$ cat src/rtl/pc_incrementer.sv
// pc_incrementer
//   Next-sequential-address generator for the fetch path. It computes
//   PC + PC_STEP combinationally, so next-PC selection can use it in the same
//   cycle. It also reports address wrap-around and PC misalignment. For debug
//   and trace, it keeps a registered copy of the result and a saturating count
//   of captured wrap events.
//
// Ports
//   clk          in   1          clock, rising edge
//   rst          in   1          asynchronous reset, active high
//   PC           in   PC_WIDTH   current program counter
//   En           in   1          capture enable for the registered stage
//   PC_Plus_4    out  PC_WIDTH   (PC + PC_STEP) mod 2^PC_WIDTH, combinational
//   Wrap         out  1          carry-out of the addition, combinational
//   Misaligned   out  1          PC not a multiple of PC_STEP, combinational
//   PC_Plus_4_Q  out  PC_WIDTH   PC_Plus_4 captured on the last enabled edge
//   Valid_Q      out  1          PC_Plus_4_Q holds a captured value
//   Wrap_Count   out  CNT_WIDTH  captured wrap events, saturating

// Saturating event counter: increments on inc_i and sticks at all-ones.
module pc_inc_sat_cnt #(
  parameter int W = 16
) (
  input  logic         clk,
  input  logic         rst,
  input  logic         inc_i,
  output logic [W-1:0] cnt_o
);
  logic [W-1:0] cnt_q, cnt_d;

  always_comb begin
    cnt_d = cnt_q;
    if (inc_i && (cnt_q != {W{1'b1}})) cnt_d = cnt_q + 1'b1;
  end

  always_ff @(posedge clk or posedge rst) begin
    if (rst) cnt_q <= '0;
    else     cnt_q <= cnt_d;
  end

  assign cnt_o = cnt_q;
endmodule

module pc_incrementer #(
  parameter int PC_WIDTH  = 32,
  parameter int PC_STEP   = 4,
  parameter int CNT_WIDTH = 16
) (
  input  logic                 clk,
  input  logic                 rst,
  input  logic [PC_WIDTH-1:0]  PC,
  input  logic                 En,
  output logic [PC_WIDTH-1:0]  PC_Plus_4,
  output logic                 Wrap,
  output logic                 Misaligned,
  output logic [PC_WIDTH-1:0]  PC_Plus_4_Q,
  output logic                 Valid_Q,
  output logic [CNT_WIDTH-1:0] Wrap_Count
);
  // The number of low PC bits that must be zero for an aligned PC.
  localparam int SH = $clog2(PC_STEP);

  // Reject illegal step values when the design is elaborated.
  if (PC_STEP < 1 || (PC_STEP & (PC_STEP - 1)) != 0 || SH >= PC_WIDTH) begin : g_bad_step
    $error("pc_incrementer: PC_STEP must be a power of two below 2^PC_WIDTH");
  end

  // ---------------------------------------------------------------------------
  // Combinational path. It is independent of clk, rst and En.
  // ---------------------------------------------------------------------------
  localparam logic [PC_WIDTH:0] STEP_EXT = (PC_WIDTH+1)'(PC_STEP);

  // One extra bit holds the carry. That carry is the wrap flag.
  logic [PC_WIDTH:0] sum;
  assign sum       = {1'b0, PC} + STEP_EXT;
  assign PC_Plus_4 = sum[PC_WIDTH-1:0];
  assign Wrap      = sum[PC_WIDTH];

  // With a step of 1, every address is aligned. This case is split out
  // because its alignment field would have zero width.
  if (SH == 0) begin : g_mis_none
    assign Misaligned = 1'b0;
  end else begin : g_mis_bits
    assign Misaligned = |PC[SH-1:0];
  end

  // ---------------------------------------------------------------------------
  // Registered debug/trace stage
  // ---------------------------------------------------------------------------
  logic [PC_WIDTH-1:0] pc_nxt_q, pc_nxt_d;
  logic                vld_q, vld_d;

  always_comb begin
    pc_nxt_d = pc_nxt_q;
    vld_d    = vld_q;
    if (En) begin
      pc_nxt_d = PC_Plus_4;
      vld_d    = 1'b1;
    end
  end

  always_ff @(posedge clk or posedge rst) begin
    if (rst) begin
      pc_nxt_q <= '0;
      vld_q    <= 1'b0;
    end else begin
      pc_nxt_q <= pc_nxt_d;
      vld_q    <= vld_d;
    end
  end

  // Count a wrap only when that edge also captures the result.
  pc_inc_sat_cnt #(.W(CNT_WIDTH)) u_wrap_cnt (
    .clk   (clk),
    .rst   (rst),
    .inc_i (En && Wrap),
    .cnt_o (Wrap_Count)
  );

  assign PC_Plus_4_Q = pc_nxt_q;
  assign Valid_Q     = vld_q;
endmodule

$ cat config.mk
export PLATFORM = sky130hd
export DESIGN_NAME = pc_incrementer
export DESIGN_NICKNAME = d
export VERILOG_FILES = /design/src/rtl/pc_incrementer.sv
export SDC_FILE = /design/constraint.sdc
export NUM_CORES = 1
export LEC_CHECK = 0
export BUFFER_PORTS_ARGS = -buffer_cell sky130_fd_sc_hd__buf_2
export CORE_MARGIN = 2
export CORE_UTILIZATION = 30
export DETAILED_ROUTE_END_ITERATION = 12
export GPL_TIMING_DRIVEN = 1
export SLEW_MARGIN = 20
export SYNTH_ARGS = -nofsm -noshare
export SYNTH_HDL_FRONTEND = slang
export SYNTH_SLANG_ARGS = --single-unit
$ cat constraint.sdc
create_clock -name clk -period 1.85 [get_ports clk]
set_input_delay 0.0925 -clock clk [delete_from_list [all_inputs] [get_ports clk]]
set_output_delay 0.0925 -clock clk [all_outputs]
set_load 0.005 [all_outputs]
==> key figures, run 1 <==
Run status
  – Run status: finished clean

Synthesis
  – Area leader, netlist: dfrtp_1
  – Yosys warnings: 0
  – Leading cell types by count after synthesis: dfrtp_1, mux2_2, xnor2_1
  – Cells after synthesis: 239
  – Synth top area cells: dfrtp_1, mux2_2, xnor2_1
  – Most used DFF post-synth: dfrtp_1
  – Syn Nets: 276
  – Post-synth EDFFs: 0
  – Syn_area_per_cell: 11.1 sq um
  – Yosys reg bits: 49
  – Seq/Total Area, Yosys: 46.3%
  – Fraction of registers with async set/reset: 100%
  – Count leader, synth: dfrtp_1
  – Syn Std Cell Area: 0.00265 sq mm
  – Distinct cells, synth: 32
  – Share of the synthesized area in the top cell type: 46.3%

Routing
  – Starting DRT DRC Count: 30
  – Per-cell routed wire length: 14.5 um
  – DR vias/cell: 4.78
  – Vias: 2,332
  – 1st-pass router iterations: 4
  – Post-route ant nets: 0
  – WL final: 7050 um
  – DRC violations left: 0

Cells and area
  – Fin nets: 416
  – N_diodes: 0
  – Share of cells above drive strength 1: 50.5%
  – Area growth, synth to finish: 36.6%
  – Fill count: 866
  – Area of the multi-input gates: 0.00137 sq mm
  – Storage element area: 0.00123 sq mm
  – Layout Utilization: 41.9%

Place
  – RePlAce Congestion: 0.811
  – IO buf count: 117
  – Detailed placement HPWL: 5650 um

Pwr
  – Pwr/cell area: 608 mW/mm^2
  – Total power: 2.20 mW
  – VDD IR max: 0.275 mV
  – Leakage: 1.77 nW

Timing
  – Setup Total Neg Slack: 0 ns
  – Final Max Tran Viols: 0
  – Relative slew slack: 61.5%
  – Hold Vio Cnt, Final: 0
  – Worst-Margin Slew: 0.577 ns
  – Final Setup Violations: 0
  – RSZ-0062 raised after global routing: no
  – Tcrit/Tclk final: 92.7%
  – FMAX: 0.583 GHz
  – Final min period: 1.72 ns
  – Clock skew: 0.00713 ns

Critical path
  – Crit-path max cell delay: 0.43 ns
  – Max FO, Critical Path: 4
  – Worst path cell trace: ha_1, and2_1, a41o_2, nor2_2, mux2_1
  – Critical path's top delay family: flip-flops
  – CP arrival: 1.90 ns
  – CP Class: register to register
  – Worst Path Buf+Inv: 0
  – CP Capture Type: register
  – CP max-delay cell: dfrtp_1
  – Startpoint types: register
  – Critical Path RT: 2.03 ns

Clock network
  – Clk sinks: 49
  – CTS Buffer Depth: 2
  – Root Buffer: clkbuf_8
  – H-tree depth reported by CTS: 2
  – Total CTS buffers: 5
  – # resized after CTS: 0
  – Worst-Skew Late Latency: 0.30 ns
  – Reg clk slew, reported paths: 0.10 ns
  – CTS tree: done

Die
  – I/O pin total: 118
  – Die X-Extent: 98.0 um
  – CORE AREA: 0.00864 sq mm
  – Rows: 34
  – Initial Util: 30.7%
  – Die height: 98.0 um
  – DIE AREA: 0.00960 sq mm

GRT
  – Initial antenna violation count: 0
  – First-pass GRT wire length: 11,500 um
  – GRT Total Usage: 14.7%
  – Vias in the first global route: 2,326
  – GRT overflow: 0
  – Largest net degree at the start of global routing: 35

Flow run
  – MaxCap Viol Count: 0

Worst hold path
  – Hold Crit Class: input port to register
## final cells by class
cell class / count / area share [%]
Clock buffer: 6 / 2.00
Timing Repair Buffer: 141 / 21.9
Tap cell: 108 / 3.73
Sequential cell: 49 / 33.9
Multi-Input combinational cell: 178 / 37.8
Inverter: 4 / 0.415
Clock inverter: 2 / 0.276
## placed cells by master, fill, tap and decap left out, types with 2 or more instances in the layout
cell type	count
nor3_1	5
nand4_2	3
nand2_1	16
nand4_1	16
ha_1	2
nor2_1	15
and4_1	3
nor4_4	2
mux2_2	31
inv_1	3
clkbuf_8	5
or2_2	2
clkinv_2	2
buf_12	2
buf_4	21
xnor2_1	28
and2_1	2
dfrtp_1	49
xor2_1	15
nand3_1	19
and3_1	8
buf_2	117
## final timing paths
kind / startpoint / to / slack (ns) / cells past startpoint
max in group asynchronous: rst / PC_Plus_4_Q[19] / 0.91 / 4
max reg2reg: u_wrap_cnt.cnt_o[1] / u_wrap_cnt.cnt_o[1] / 0.13 / 5
min reg2reg: Valid_Q / Valid_Q / 0.48 / 1
min: PC[1] / PC_Plus_4_Q[1] / 0.04 / 2
min in group asynchronous: rst / Valid_Q / 0.39 / 3
max: u_wrap_cnt.cnt_o[1] / u_wrap_cnt.cnt_o[1] / 0.13 / 5
## per-layer routing
layer  up-vias  wire, um  global-route usage [%]  share of wire (%)
met5         -         0                       0                  0
met4         0        38                    2.56               0.54
met3         4       546                    4.72                7.7
met2        83      3520                    25.1                 50
met1      1121      2950                    18.3                 42
li1       1124         -                       -                  -
## cells by family (layout without fill, tap and decap cells)
group | count (synthesis) | in the layout | share of synthesized area (%)
buf+inv | 12 | 153 | 2.08
compound gates | 3 | 3 | 0.850
simple gates | 98 | 98 | 22.0
xor+xnor | 43 | 43 | 14.2
mux | 32 | 32 | 13.6
flops | 49 | 49 | 46.3
fa+ha+maj | 2 | 2 | 0.944
## through the flow
stage / hold slack (ns) / setup slack [ns] / area (sq um) / instances
after global placement: 0.190 / -0.00149 / 3510 / 476
after global routing: 0.0163 / 0.0129 / 3620 / 488
after floorplan: 0.181 / 0.101 / 2650 / 239
final: 0.0365 / 0.135 / 3620 / 488
after detailed placement: 0.197 / -0.0518 / 3510 / 476
after CTS: 0.0232 / 0.0132 / 3600 / 485
## timing repair
item,4_1_cts,5_1_grt
hold buffers,1,0
endpoints found under the setup margin,0,6
endpoints found under the hold margin,24,0
setup buffers,0,3
## sequential cells by signal, summed over array words and instances (netlist names)
| register | count |
|---|---|
| PC_Plus_4_Q | 32 |
| Valid_Q | 1 |
| u_wrap_cnt.cnt_o | 16 |
## where the power goes
| group | internal, mW | switching [mW] |
|---|---|---|
| combinational | 0.209 | 0.192 |
| clock | 0.263 | 0.358 |
| sequential | 1.14 | 0.0341 |
| total | 1.62 | 0.584 |
No activity file was read; power rests on OpenSTA's default activity.
==> run 2: changes to the inputs <==
--- a/config.mk
+++ b/config.mk
@@ -6,10 +6,13 @@
 export NUM_CORES = 1
 export LEC_CHECK = 0
 export BUFFER_PORTS_ARGS = -buffer_cell sky130_fd_sc_hd__buf_2
+export CELL_PAD_IN_SITES_DETAIL_PLACEMENT = 2
+export CELL_PAD_IN_SITES_GLOBAL_PLACEMENT = 2
 export CORE_MARGIN = 2
-export CORE_UTILIZATION = 30
+export CORE_UTILIZATION = 28
 export DETAILED_ROUTE_END_ITERATION = 12
 export GPL_TIMING_DRIVEN = 1
+export PLACE_DENSITY_LB_ADDON = 0.1
 export SLEW_MARGIN = 20
 export SYNTH_ARGS = -nofsm -noshare
 export SYNTH_HDL_FRONTEND = slang
==> key figures, run 2 (synthesis gave the netlist of run 1 again) <==
Run status
  – Run status: finished clean

Timing
  – Min setup slack post-route: 0.132 ns (-0.00249 ns)
  – Clock skew: 0.00854 ns (+0.00141 ns)
  – Relative slew slack: 66.1% (+4.6 points)
  – Worst hold margin: 0.0416 ns (+0.00509 ns)
  – Final min period: 1.72 ns (+0.00249 ns)
  – Tcrit/Tclk final: 92.8% (+0.13 points)
  – Worst-Margin Slew: 0.508 ns (-0.0683 ns)
  – Hold Vio Cnt, Final: 0 (unchanged)
  – Final Setup Violations: 0 (unchanged)
  – Setup Total Neg Slack: 0 ns (unchanged)
  – Final Max Tran Viols: 0 (unchanged)
  – FMAX: 0.582 GHz (-0.15%)

Critical path
  – Critical Path RT: 2.04 ns (about the same)
  – Startpoint types: register
  – CP arrival: 1.91 ns (about the same)
  – R2R setup slack: 0.13 ns (about the same)
  – CP Capture Type: register
  – Crit-path max cell delay: 0.42 ns (about the same)
  – Max FO, Critical Path: 4 (unchanged)
  – Worst path cell trace: ha_1, and2_1, a41o_2, nor2_2, mux2_1
  – CP Class: register to register
  – Worst Path Buf+Inv: 0 (unchanged)
  – Critical path's top delay family: flip-flops
  – CP max-delay cell: dfrtp_1

Place
  – IO buf count: 117 (unchanged)
  – Pre-CTS setup slack: -0.0372 ns (+0.0146 ns)
  – RePlAce Congestion: 0.765 (-5.7%)
  – Detailed placement HPWL: 6360 um (+13%)

Flow run
  – MaxCap Viol Count: 0 (unchanged)

Cells and area
  – Most frequent cells in the layout: buf_2, dfrtp_1, mux2_2, xnor2_1, buf_4
  – Share of cells above drive strength 1: 51.6% (+1.0 points)
  – Area growth, synth to finish: 38.1%
  – Max reg flops: 32 (unchanged)
  – Fill count: 1,063 (+23%)
  – Commonest non-fill, non-tap cell in the layout: buf_2
  – Fin nets: 418 (+0.48%)
  – N_diodes: 0 (unchanged)

Clock network
  – Root Buffer: clkbuf_8
  – CTS tree: done
  – Worst-Skew Late Latency: 0.30 ns (about the same)
  – Reg clk slew, reported paths: 0.10 ns (about the same)
  – CTS Buffer Depth: 2 (unchanged)
  – Clk sinks: 49 (unchanged)
  – H-tree depth reported by CTS: 2 (unchanged)
  – Total CTS buffers: 5 (unchanged)

GRT
  – Initial antenna violation count: 0 (unchanged)
  – GRT overflow: 0 (unchanged)
  – Vias in the first global route: 2,674 (+15%)
  – First-pass GRT wire length: 13,300 um (+15%)
  – GRT Total Usage: 16.4% (+1.7 points)
  – Largest net degree at the start of global routing: 35 (unchanged)

Routing
  – DRC violations left: 0 (unchanged)
  – Starting DRT DRC Count: 21 (-30%)
  – Per-cell routed wire length: 16.2 um (+12%)
  – DR vias/cell: 4.85 (+1.5%)
  – Vias: 2,392 (+2.6%)
  – Post-route ant nets: 0 (unchanged)
  – 1st-pass router iterations: 4 (unchanged)
  – WL final: 7980 um (+13%)

Pwr
  – Pwr/cell area: 607 mW/mm^2 (about the same)
  – VDD IR max: 0.358 mV (+30%)
  – Leakage: 1.78 nW (+0.51%)

Die
  – Die height: 101 um (+3.4%)
  – Rows: 35 (+2.9%)
  – Initial Util: 28.8% (-1.9 points)
  – Die X-Extent: 101 um (+3.4%)
  – I/O pin total: 118 (unchanged)
  – DIE AREA: 0.0103 sq mm (+6.8%)
  – CORE AREA: 0.00920 sq mm (+6.5%)

Worst hold path
  – Hold Crit Class: input port to register
run 2: worst paths after layout:
check,depth (start not counted),startpoint,endpoint
min in group asynchronous,3,rst,PC_Plus_4_Q[0]
max in group asynchronous,4,rst,PC_Plus_4_Q[18]
min reg2reg,1,Valid_Q,Valid_Q
min,2,PC[1],PC_Plus_4_Q[1]
max,5,u_wrap_cnt.cnt_o[1],u_wrap_cnt.cnt_o[1]
max reg2reg,5,u_wrap_cnt.cnt_o[1],u_wrap_cnt.cnt_o[1]
run 2: metal layers:
| metal | GRT usage [%] | vias to the layer above | routed length, um | share of wire [%] |
|---|---|---|---|---|
| met5 | 0 | - | 0 | 0 |
| met3 | 4.49 | 4 | 470 | 5.9 |
| met2 | 29.3 | 65 | 4070 | 51 |
| li1 | - | 1127 | - | - |
| met4 | 3.43 | 0 | 65 | 0.81 |
| met1 | 19.7 | 1196 | 3370 | 42 |
run 2: cell type report:
type	count	area [sq um]	area share, %
Tap cell	111	139	3.79
Multi-Input combinational cell	178	1390	37.9
Sequential cell	49	1230	33.5
Clock buffer	6	72.6	1.98
Timing Repair Buffer	143	812	22.2
Inverter	4	15.0	0.410
Clock inverter	2	10.0	0.273
run 2: power by group:
| part | leakage [nW] | switching, mW | internal, mW | total, mW |
|---|---|---|---|---|
| clock | 0.0450 | 0.374 | 0.264 | 0.637 |
| sequential | 0.606 | 0.0352 | 1.14 | 1.18 |
| combinational | 1.13 | 0.194 | 0.212 | 0.406 |
| total | 1.78 | 0.603 | 1.62 | 2.22 |
run 2: worst register-to-register path: cells and delay by family, from the launching register on:
kind                       cells  cell delay (ns)
DFF                            1             0.42
and+or+nand+nor                2             0.34
muxes                          1             0.33
AOI/OAI and AO/OA              1             0.30
adders and majority gates      1             0.22
run 2: what timing repair did:
action	4_1_cts	5_1_grt
buffers inserted	0	1
hold buffers	1	0
endpoints found under the setup margin	0	5
gates resized for setup	0	4
endpoints found under the hold margin	21	0
run 2: through the flow:
stage / cells / util (%) / total power, mW / cell area, sq um
CTS: 492 / 39.5 / 2.28 / 3630
finish: 493 / 39.8 / 2.22 / 3660
global route: 493 / 39.8 / 2.37 / 3660
floorplan: 239 / - / 1.37 / 2650
detailed placement: 483 / 38.5 / 1.62 / 3540
global placement: 483 / 38.5 / 1.60 / 3540
==> run 3: changes to the inputs <==
--- a/config.mk
+++ b/config.mk
@@ -6,10 +6,11 @@
 export NUM_CORES = 1
 export LEC_CHECK = 0
 export BUFFER_PORTS_ARGS = -buffer_cell sky130_fd_sc_hd__buf_2
-export CELL_PAD_IN_SITES_DETAIL_PLACEMENT = 2
-export CELL_PAD_IN_SITES_GLOBAL_PLACEMENT = 2
+export CELL_PAD_IN_SITES_DETAIL_PLACEMENT = 0
+export CELL_PAD_IN_SITES_GLOBAL_PLACEMENT = 1
 export CORE_MARGIN = 2
-export CORE_UTILIZATION = 28
+export CORE_UTILIZATION = 36
+export CTS_BUF_LIST = sky130_fd_sc_hd__clkbuf_8
 export DETAILED_ROUTE_END_ITERATION = 12
 export GPL_TIMING_DRIVEN = 1
 export PLACE_DENSITY_LB_ADDON = 0.1
==> key figures, run 3 (synthesis gave the netlist of run 1 again) <==
GRT
  – Initial antenna violation count: 0 (unchanged)
  – GRT Total Usage: 17.3% (+0.93 points)
  – First-pass GRT wire length: 11,500 um (-13%)
  – GRT overflow: 0 (unchanged)
  – Vias in the first global route: 2,301 (-14%)
  – Largest net degree at the start of global routing: 35 (unchanged)

Routing
  – 1st-pass router iterations: 4 (unchanged)
  – DR vias/cell: 4.84 (-0.15%)
  – DRC violations left: 0 (unchanged)
  – Vias: 2,311 (-3.4%)
  – WL final: 6890 um (-14%)
  – Per-cell routed wire length: 14.5 um (-11%)
  – Starting DRT DRC Count: 69 (+230%)
  – Post-route ant nets: 0 (unchanged)

Die
  – CORE AREA: 0.00718 sq mm (-22%)
  – I/O pin total: 118 (unchanged)
  – Rows: 31 (-11%)
  – Die X-Extent: 89.8 um (-11%)
  – Initial Util: 36.9% (+8.1 points)
  – Die height: 89.8 um (-11%)
  – DIE AREA: 0.00806 sq mm (-21%)

Clock network
  – CTS Buffer Depth: 2 (unchanged)
  – Reg clk slew, reported paths: 0.09 ns (about the same)
  – Root Buffer: clkbuf_8
  – Worst-Skew Late Latency: 0.30 ns (about the same)
  – Clk sinks: 49 (unchanged)
  – Total CTS buffers: 5 (unchanged)
  – CTS tree: done
  – H-tree depth reported by CTS: 2 (unchanged)
  – Setup Buffers After CTS: 0 (unchanged)

Worst hold path
  – Hold path depth: 2 (unchanged)
  – Hold Path Origin: PC[1]
  – Hold Crit Class: input port to register
  – Hold EP: PC_Plus_4_Q[1]

Critical path
  – Reg-to-Reg Start: u_wrap_cnt.cnt_o[1]
  – FF-to-FF End: u_wrap_cnt.cnt_o[1]
  – Startpoint types: register
  – CP Capture Type: register
  – R2R cell count: 5 (unchanged)
  – Max FO, Critical Path: 4 (unchanged)
  – CP Class: register to register
  – CP arrival: 1.90 ns (about the same)
  – R2R setup slack: 0.14 ns (about the same)
  – Critical Path RT: 2.04 ns (about the same)

Timing
  – Worst-Margin Slew: 0.501 ns (-0.00742 ns)
  – Final Setup Violations: 0 (unchanged)
  – Final min period: 1.71 ns (-0.00639 ns)
  – Min setup slack post-route: 0.139 ns (+0.00639 ns)
  – Setup Total Neg Slack: 0 ns (unchanged)
  – Final Max Tran Viols: 0 (unchanged)
  – Hold Vio Cnt, Final: 0 (unchanged)
  – FMAX: 0.584 GHz (+0.37%)
  – Tcrit/Tclk final: 92.5% (-0.35 points)
  – Relative slew slack: 66.6% (+0.50 points)
  – Clock skew: 0.00208 ns (-0.00646 ns)

Cells and area
  – Area growth, synth to finish: 36.1%
  – Design Area, Final: 0.00361 sq mm (-1.5%)
  – Max reg flops: 32 (unchanged)
  – N_diodes: 0 (unchanged)
  – Share of cells above drive strength 1: 50.8% (-0.78 points)
  – Most frequent cells in the layout: buf_2, dfrtp_1, mux2_2, xnor2_1, buf_4
  – Fin nets: 414 (-0.96%)
  – Commonest non-fill, non-tap cell in the layout: buf_2

Pwr
  – Pwr/cell area: 608 mW/mm^2 (+0.15%)
  – Total power: 2.19 mW (-1.3%)
  – VDD IR max: 0.242 mV (-32%)
  – Leakage: 1.78 nW (-0.26%)

Place
  – Detailed placement HPWL: 5340 um (-16%)
  – RePlAce Congestion: 0.754 (-1.4%)
  – Placed inst area: 0.00349 sq mm (-1.4%)
  – Pre-CTS setup slack: -0.0200 ns (+0.0172 ns)
  – IO buf count: 117 (unchanged)

Flow run
  – MaxCap Viol Count: 0 (unchanged)

Run status
  – Run status: finished clean
[run 3: changes by cell type in the layout (fill, tap and decap cells not counted), sizes merged]
cell / before / now
clkbuf: 6 / 5
inv: 4 / 6
clkinvlp: 0 / 1
buf: 142 / 138
clkinv: 2 / 0
[run 3: what timing repair did]
item                                   4_1_cts  5_1_grt
hold buffers                                 1        0
resized for setup                            0        4
setup endpoints to repair                    0        3
endpoints found under the hold margin       22        0
[run 3: worst max-delay path by stage]
stage                         from                   to  slack, ns  cells past startpoint
3_3_place_gp                PC[29]  u_wrap_cnt.cnt_o[1]      -0.05                      6
2_1_floorplan                PC[2]  u_wrap_cnt.cnt_o[1]       0.10                      6
4_1_cts                      PC[3]        PC_Plus_4[18]       0.07                      6
5_1_grt                      PC[3]        PC_Plus_4[28]     -0.002                      9
6_report       u_wrap_cnt.cnt_o[1]  u_wrap_cnt.cnt_o[1]       0.14                      5
3_5_place_dp                PC[29]  u_wrap_cnt.cnt_o[1]      -0.02                      6
[run 3: critical path, stage by stage (launching register included)]
cell     delay [ns]
dfrtp_1        0.42
ha_1           0.22
and2_1         0.17
a41o_2         0.30
nor2_2         0.16
mux2_1         0.33
[run 3: through the flow]
stage	cells	util [%]	hold slack, ns
2_1_floorplan	239	-	0.181
3_3_place_gp	468	48.6	0.148
3_5_place_dp	468	48.6	0.155
4_1_cts	477	49.9	0.0363
5_1_grt	477	50.3	0.0458
6_report	477	50.3	0.0448
[run 3: final cells by class]
type,count,area [sq um]
Fill cell,715,3570
Multi-Input combinational cell,178,1390
Sequential cell,49,1230
Timing Repair Buffer,139,769
Tap cell,99,124
Clock buffer,5,68.8
Clock inverter,3,15.0
Inverter,4,15.0
[run 3: layer usage]
metal	routed length (um)	GRT usage, %	vias up	part of all wire [%]
met5	0	0	-	0
met4	54	3.46	0	0.78
met3	517	4.53	5	7.5
met2	3060	27.0	83	44
met1	3260	24.5	1103	47
li1	-	-	1120	-
[run 3: where the power goes]
| group | internal, mW | switching (mW) | leakage, nW |
|---|---|---|---|
| clock | 0.258 | 0.360 | 0.0467 |
| combinational | 0.208 | 0.190 | 1.12 |
| sequential | 1.14 | 0.0332 | 0.606 |
| total | 1.61 | 0.583 | 1.78 |
